## config.mk

```make
export PLATFORM = sky130hd
export DESIGN_NAME = bicubic_round_scheduler
export DESIGN_NICKNAME = d
export VERILOG_FILES = /design/src/rtl/bicubic_round_scheduler.sv
export SDC_FILE = /design/constraint.sdc
export NUM_CORES = 1
export LEC_CHECK = 0
export ABC_CLOCK_PERIOD_IN_PS = 8900
export BUFFER_PORTS_ARGS = -buffer_cell sky130_fd_sc_hd__buf_2
export CORE_AREA = 2 2 458 460
export CTS_CLUSTER_SIZE = 30
export DETAILED_ROUTE_END_ITERATION = 16
export DIE_AREA = 0 0 460 462
export PLACE_DENSITY = 0.3
export SLEW_MARGIN = 25
export SYNTH_ARGS = -nofsm -noshare
export SYNTH_HDL_FRONTEND = slang
export SYNTH_SLANG_ARGS = --single-unit
```

## constraint.sdc

```tcl
create_clock -name clk -period 8.9 [get_ports clk]
set_input_delay 0 -clock clk [delete_from_list [all_inputs] [get_ports clk]]
set_output_delay 0 -clock clk [all_outputs]
set_load 0.02 [all_outputs]
```

## src/rtl/bicubic_round_scheduler.sv

```systemverilog
// Round-robin scheduler sharing one bicubic_nx_round SIMD rounding unit among NUM_REQ requesters.
// Optional per-requester grant counters are built when BICUBIC_ROUND_SCHED_STATS_EN is defined.
module bicubic_round_scheduler #(
  parameter int unsigned NUM_REQ       = 4,
  parameter int unsigned PARALLEL_CORE = 2,
  parameter int unsigned INPUT_WIDTH   = 48,
  parameter int unsigned OUTPUT_WIDTH  = 9,
  parameter int unsigned ROUND_LATENCY = 3
) (
  input  logic                                          clk,
  input  logic                                          reset,
  input  logic [NUM_REQ-1:0]                            req_valid,
  output logic [NUM_REQ-1:0]                            req_ready,
  input  logic [NUM_REQ*INPUT_WIDTH*PARALLEL_CORE-1:0]  req_ch0,
  input  logic [NUM_REQ*INPUT_WIDTH*PARALLEL_CORE-1:0]  req_ch1,
  output logic [NUM_REQ-1:0]                            rsp_valid,
  output logic [OUTPUT_WIDTH*PARALLEL_CORE-1:0]         rsp_ch0,
  output logic [OUTPUT_WIDTH*PARALLEL_CORE-1:0]         rsp_ch1,
  input  logic                                          flush_req,
  output logic                                          flush_done,
  output logic                                          round_clken,
  output logic                                          round_dsp_reset,
  output logic [INPUT_WIDTH*PARALLEL_CORE-1:0]          round_rin_ch0,
  output logic [INPUT_WIDTH*PARALLEL_CORE-1:0]          round_rin_ch1,
  input  logic [OUTPUT_WIDTH*PARALLEL_CORE-1:0]         round_rout_ch0,
  input  logic [OUTPUT_WIDTH*PARALLEL_CORE-1:0]         round_rout_ch1,
  output logic [NUM_REQ*32-1:0]                         stat_grant_cnt
);

  localparam int unsigned DW     = INPUT_WIDTH * PARALLEL_CORE;
  localparam int unsigned IDX_W  = $clog2(NUM_REQ);
  localparam int unsigned DEPTH  = ROUND_LATENCY + 1;
  localparam int unsigned CNT_W  = $clog2(ROUND_LATENCY + 2);
  localparam int unsigned HOLD_W = $clog2(ROUND_LATENCY + 1);

  typedef enum logic [1:0] {HOLD, RUN, DRAIN, IDLE} state_e;

  typedef struct packed {
    logic             vld;
    logic [IDX_W-1:0] idx;
  } tag_t;

  state_e            state_q, state_d;
  logic [HOLD_W-1:0] hold_cnt_q, hold_cnt_d;
  logic [IDX_W-1:0]  rr_ptr_q, rr_ptr_d;
  logic [CNT_W-1:0]  inflight_q, inflight_d;
  logic              flush_done_q, flush_done_d;
  logic [DW-1:0]     rin0_q, rin1_q;
  tag_t              tag_q [DEPTH];

  logic              arb_en_c;
  logic              gnt_vld_c;
  logic [IDX_W-1:0]  gnt_idx_c;
  logic [IDX_W-1:0]  cand_c;
  logic [NUM_REQ-1:0] grant_c;
  logic              retire_c;

  assign arb_en_c        = (state_q == RUN) && !flush_req;
  assign round_clken     = (state_q != IDLE);
  assign round_dsp_reset = (state_q == HOLD);
  assign flush_done      = flush_done_q;
  assign round_rin_ch0   = rin0_q;
  assign round_rin_ch1   = rin1_q;
  assign rsp_ch0         = round_rout_ch0;
  assign rsp_ch1         = round_rout_ch1;
  assign req_ready       = grant_c;
  assign retire_c        = tag_q[DEPTH-1].vld && round_clken;

  // Round-robin search starting at rr_ptr; first valid requester wins
  always_comb begin
    gnt_vld_c = 1'b0;
    gnt_idx_c = '0;
    cand_c    = '0;
    grant_c   = '0;
    if (arb_en_c) begin
      for (int k = 0; k < int'(NUM_REQ); k++) begin
        cand_c = IDX_W'((32'(rr_ptr_q) + 32'(k)) % NUM_REQ);
        if (!gnt_vld_c && req_valid[cand_c]) begin
          gnt_vld_c = 1'b1;
          gnt_idx_c = cand_c;
        end
      end
    end
    if (gnt_vld_c) grant_c[gnt_idx_c] = 1'b1;
  end

  always_comb begin
    rr_ptr_d = rr_ptr_q;
    if (gnt_vld_c) begin
      rr_ptr_d = (gnt_idx_c == IDX_W'(NUM_REQ - 1)) ? '0 : gnt_idx_c + IDX_W'(1);
    end
    inflight_d = inflight_q + CNT_W'(gnt_vld_c) - CNT_W'(retire_c);
  end

  always_comb begin
    rsp_valid = '0;
    if (tag_q[DEPTH-1].vld) rsp_valid[tag_q[DEPTH-1].idx] = 1'b1;
  end

  // Next-state logic; DRAIN completes once the pipe is empty after this cycle's retire
  always_comb begin
    state_d      = state_q;
    hold_cnt_d   = hold_cnt_q;
    flush_done_d = 1'b0;
    unique case (state_q)
      HOLD: begin
        if (hold_cnt_q == HOLD_W'(ROUND_LATENCY - 1)) state_d = RUN;
        else hold_cnt_d = hold_cnt_q + HOLD_W'(1);
      end
      RUN: begin
        if (flush_req) state_d = DRAIN;
      end
      DRAIN: begin
        if (inflight_d == '0) begin
          state_d      = IDLE;
          flush_done_d = 1'b1;
        end
      end
      IDLE: begin
        if (!flush_req) state_d = RUN;
      end
      default: state_d = HOLD;
    endcase
  end

  always_ff @(posedge clk) begin
    if (reset) begin
      state_q      <= HOLD;
      hold_cnt_q   <= '0;
      rr_ptr_q     <= '0;
      inflight_q   <= '0;
      flush_done_q <= 1'b0;
      rin0_q       <= '0;
      rin1_q       <= '0;
    end else begin
      state_q      <= state_d;
      hold_cnt_q   <= hold_cnt_d;
      rr_ptr_q     <= rr_ptr_d;
      inflight_q   <= inflight_d;
      flush_done_q <= flush_done_d;
      if (gnt_vld_c) begin
        rin0_q <= req_ch0[gnt_idx_c*DW +: DW];
        rin1_q <= req_ch1[gnt_idx_c*DW +: DW];
      end
    end
  end

  // Tag pipe mirrors the rounding unit latency plus the operand register
  always_ff @(posedge clk) begin
    if (reset) begin
      for (int k = 0; k < int'(DEPTH); k++) tag_q[k] <= '0;
    end else if (round_clken) begin
      tag_q[0] <= '{vld: gnt_vld_c, idx: gnt_idx_c};
      for (int k = 1; k < int'(DEPTH); k++) tag_q[k] <= tag_q[k-1];
    end
  end

`ifdef BICUBIC_ROUND_SCHED_STATS_EN
  logic [31:0] stat_q [NUM_REQ];

  always_ff @(posedge clk) begin
    if (reset) begin
      for (int i = 0; i < int'(NUM_REQ); i++) stat_q[i] <= '0;
    end else begin
      for (int i = 0; i < int'(NUM_REQ); i++) begin
        if (grant_c[i] && (stat_q[i] != 32'hFFFF_FFFF)) stat_q[i] <= stat_q[i] + 32'd1;
      end
    end
  end

  always_comb begin
    stat_grant_cnt = '0;
    for (int i = 0; i < int'(NUM_REQ); i++) stat_grant_cnt[i*32 +: 32] = stat_q[i];
  end
`else
  assign stat_grant_cnt = '0;
`endif

endmodule
```

==> key figures <==
STA
  – Unrepaired setup endpoints after global routing: no
  – Max-slew headroom: between 30 and 40%
  – Setup clock skew after layout: around 24 ps
  – Final period utilization: between 40% and 50%
  – Peak clock frequency supported by timing: roughly 230 MHz
  – Min cycle time layout: 4260 ps
  – Setup TNS Final: 0 ps
  – Hold Slack: -0.203 ps
  – Pins over their slew limit: 0
  – Count of final hold-check violations: 1
  – Least-Margin Pin Slew: 1030 ps
  – Number of failing setup endpoints in the final timing report: 0

Worst setup path
  – Peak fanout along the critical path: just under 80
  – Worst reg-to-reg path cell count: 11
  – Worst flop-to-flop path endpoint: round_rin_ch1[22]
  – Source of the worst register-to-register timing path: state_q[1]
  – Crit start category: flop
  – Data arrival at the endpoint of the critical path: roughly 4800 ps
  – Worst-case register-to-register setup slack: about 4600 ps
  – Kind of critical path: reg -> reg
  – Endpoint type of the worst setup path: flop
  – Required time worst endpoint: approximately 9400 ps

Die
  – Starting Density: between 6 and 7%
  – Total Die Area: 213,000 um2
  – Die width: roughly 460 um
  – Height of the die: 462 um
  – Ports: around 1,200
  – Std-Cell Rows: 168
  – Placeable Area: between 200,000 and 250,000 um2

Worst hold path
  – HP Start: req_ch0[246]
  – Hold Crit Endpoint: round_rin_ch0[54]
  – Classification of the worst-slack hold path: in -> reg
  – Cell depth of the worst min-delay path: 3

Cells and area
  – Count of filler cells inserted in the layout: 24,200
  – Area of all sequential standard cells: between 4000 and 5000 um2
  – Final net count: 3,841
  – Signed area change from the synthesized netlist to the final layout: 92.9%
  – Fraction of final layout cells sized beyond drive strength 1: between 30% and 40%
  – Area occupied by multi-input gates: 8260 um2
  – Finished Cell Area: ~27,000 um2

Synth
  – FF+latch count, synth: roughly 210
  – Ranking of synthesized cells by area: sky130_fd_sc_hd__dfxtp_1 (28%), sky130_fd_sc_hd__a221oi_1 (12%), sky130_fd_sc_hd__and2_1 (9.0%)
  – Count of warnings emitted by yosys: 0
  – Area share of the leading cell type in the synthesized netlist: between 20% and 30%
  – Post-Syn Area per Cell: approximately 8 um2
  – Number of instances in the synthesized netlist: between 1,500 and 2,000
  – Syn Std Cell Area: 14,200 um2
  – Fraction of the yosys area taken by sequential cells: 31.0%
  – Count of unique library cells instantiated by Yosys: 37
  – Cell taking the most area after synthesis: sky130_fd_sc_hd__dfxtp_1

GRT
  – Initial antenna violation count: 57
  – Grt total ovfl: 0
  – Vias in the first global route: ~20,000
  – Total global routing track utilization: 11.5%
  – First-pass GRT wire length: about 170,000 um
  – Pin count of the biggest net entering global routing: between 100 and 150

Route
  – Total via count after detailed routing: between 15,000 and 20,000
  – Number of DRC violations after detailed routing: 0
  – Detailed-router iteration count before antenna repair: 5
  – Drt total wl: between 100,000 and 150,000 um
  – Antenna violation net count after detailed routing: 0
  – Average routed wire per standard cell: roughly 22 um
  – Starting DRT DRC Count: between 1,000 and 1,500
  – Drt via density: 3.41

Run status
  – Status: finished with violations
  – Failing checks: negative hold slack

Clock network
  – CTS buffer count: 36
  – Skew-Pair Late Insertion Delay: approximately 620 ps
  – Post-CTS setup repair buffer count: 0
  – Clock Path Buffers: 3
  – CTS clock-pin slew for the worst setup and hold paths: about 50 ps
  – CTS H-tree depth: 2
  – Number of gates given a new drive strength after cts: 0
  – CTS tree: yes
  – Buffer cell driving the clock tree root: sky130_fd_sc_hd__clkbuf_16
  – Clock sink total: ~210

Power and ir drop
  – Maximum vdd ir drop: approximately 100 uV
  – PwrDens: between 150 and 200 nW/um2
  – P_leak: 11.5 nW

Job
  – Reported max-cap violation count: 0

Place
  – HPWL reported at the end of detailed placement: between 100,000 and 150,000 um
  – Port Buffers: 977
  – Placement Cell Area: approximately 21,000 um2
  – Final RePlAce weighted congestion: 0.867
[logic make-up (layout without fill, tap and decap cells)]
family / after synthesis / after routing / share of synthesized area [%]
buf+inv: 375 / 1558 / 14.7
simple gates: 638 / 638 / 24.4
xor+xnor: 2 / 2 / 0.220
fa+ha+maj: 12 / 12 / 1.11
other cells: 1 / 158 / 0.0264
compound gates: 491 / 491 / 28.5
flops: 214 / 214 / 31.0
[cells in the mapped netlist (all sizes together)]
master	count
edfxtp	12
a221oi	192
a211oi	4
nor4	99
nor3	201
ha	11
nor2b	9
nand3	1
buf	225
o21ai	2
nor2	104
clkbuf	140
o221ai	94
o21ba	2
o31ai	94
o21a	1
conb	1
nor3b	2
inv	10
xnor3	1
and2	205
nand4	1
xnor2	1
and3	1
nand2b	4
a21oi	3
or3	2
fa	1
o21bai	99
dfxtp	202
nand2	9
[flip-flops by register name (all words and copies together) (netlist names)]
| register | cells |
|---|---|
| inflight_q | 3 |
| hold_cnt_q | 2 |
| round_rin_ch0 | 96 |
| round_rin_ch1 | 96 |
| state_q | 2 |
| tag_q | 12 |
| flush_done | 1 |
| rr_ptr_q | 2 |
[repair_timing]
item,CTS,global route
endpoints found under the setup margin,0,0
hold buffers,477,0
endpoints found under the hold margin,194,0
[per-stage QoR]
| stage | utilization [%] | worst slack, ps | power, mW | std cells |
|---|---|---|---|---|
| 4_1_cts | 13.1 | 4600 | 5.27 | 5763 |
| 5_1_grt | 13.1 | 4360 | 5.47 | 5785 |
| 3_5_place_dp | 10.2 | 4630 | 3.32 | 5223 |
| 6_report | 13.2 | 4640 | 5.13 | 5793 |
| 3_3_place_gp | 10.2 | 4550 | 3.32 | 5221 |
| 2_1_floorplan | - | 5330 | 2.36 | 1860 |
[final cells by class]
| type | instances | share of cell area, % |
|---|---|---|
| sequential | 214 | 16.1 |
| tap | 2720 | 12.4 |
| clock buffer | 58 | 4.08 |
| antenna | 30 | 0.274 |
| inverter | 10 | 0.146 |
| clock inverter | 5 | 0.315 |
| multi-input combinational | 1271 | 30.2 |
| timing repair buffer | 1485 | 36.5 |
[critical path, cell delays in order, from the launching register on]
cell,delay [ps]
sky130_fd_sc_hd__dfxtp_1,340
sky130_fd_sc_hd__inv_1,90
sky130_fd_sc_hd__ha_1,170
sky130_fd_sc_hd__nand2b_1,240
sky130_fd_sc_hd__a21oi_4,360
sky130_fd_sc_hd__nand4_1,410
sky130_fd_sc_hd__buf_12,360
sky130_fd_sc_hd__buf_4,420
sky130_fd_sc_hd__o221ai_1,280
sky130_fd_sc_hd__dlygate4sd3_1,610
sky130_fd_sc_hd__o31ai_1,70
sky130_fd_sc_hd__dlygate4sd3_1,590
[worst max path at each step]
stage | startpoint | endpoint | depth (start not counted)
3_3_place_gp | state_q[1] | state_q[0] | 14
6_report | state_q[1] | round_rin_ch1[22] | 11
4_1_cts | state_q[1] | state_q[0] | 14
2_1_floorplan | state_q[1] | state_q[0] | 16
5_1_grt | state_q[1] | round_rin_ch0[77] | 10
3_5_place_dp | state_q[1] | state_q[0] | 14
[where the power goes]
group	switching, mW	internal [mW]	leakage (nW)	total, mW
logic	1.44	0.859	9.07	2.29
clock network	0.609	0.911	0.589	1.52
registers	0.131	1.19	1.80	1.32
total	2.17	2.96	11.5	5.13
[layer usage]
metal / up-vias / part of all wire [%] / global-route usage, %
met4: 14 / 4.5 / 5.26
met1: 9547 / 38 / 12.9
met5: - / 0.069 / 0
met3: 198 / 11 / 5.09
met2: 1041 / 46 / 18.7
li1: 8962 / - / -
[layout by cell type (no fill, tap or decap), types with 23 or more instances in the layout]
cell                            netlist  final
sky130_fd_sc_hd__buf_2               39    977
sky130_fd_sc_hd__dlygate4sd3_1        0    477
sky130_fd_sc_hd__and2_1             205    205
sky130_fd_sc_hd__dfxtp_1            202    202
sky130_fd_sc_hd__nor3_1             201    200
sky130_fd_sc_hd__a221oi_1           192    192
sky130_fd_sc_hd__conb_1               1    128
sky130_fd_sc_hd__nor2_1             104    103
sky130_fd_sc_hd__o21bai_1            99     99
sky130_fd_sc_hd__nor4_1              98     98
sky130_fd_sc_hd__o31ai_1             94     94
sky130_fd_sc_hd__o221ai_1            94     93
sky130_fd_sc_hd__clkbuf_16            0     38
sky130_fd_sc_hd__diode_2              0     30
sky130_fd_sc_hd__buf_4              168     23
(Power assumes the default switching activity.)
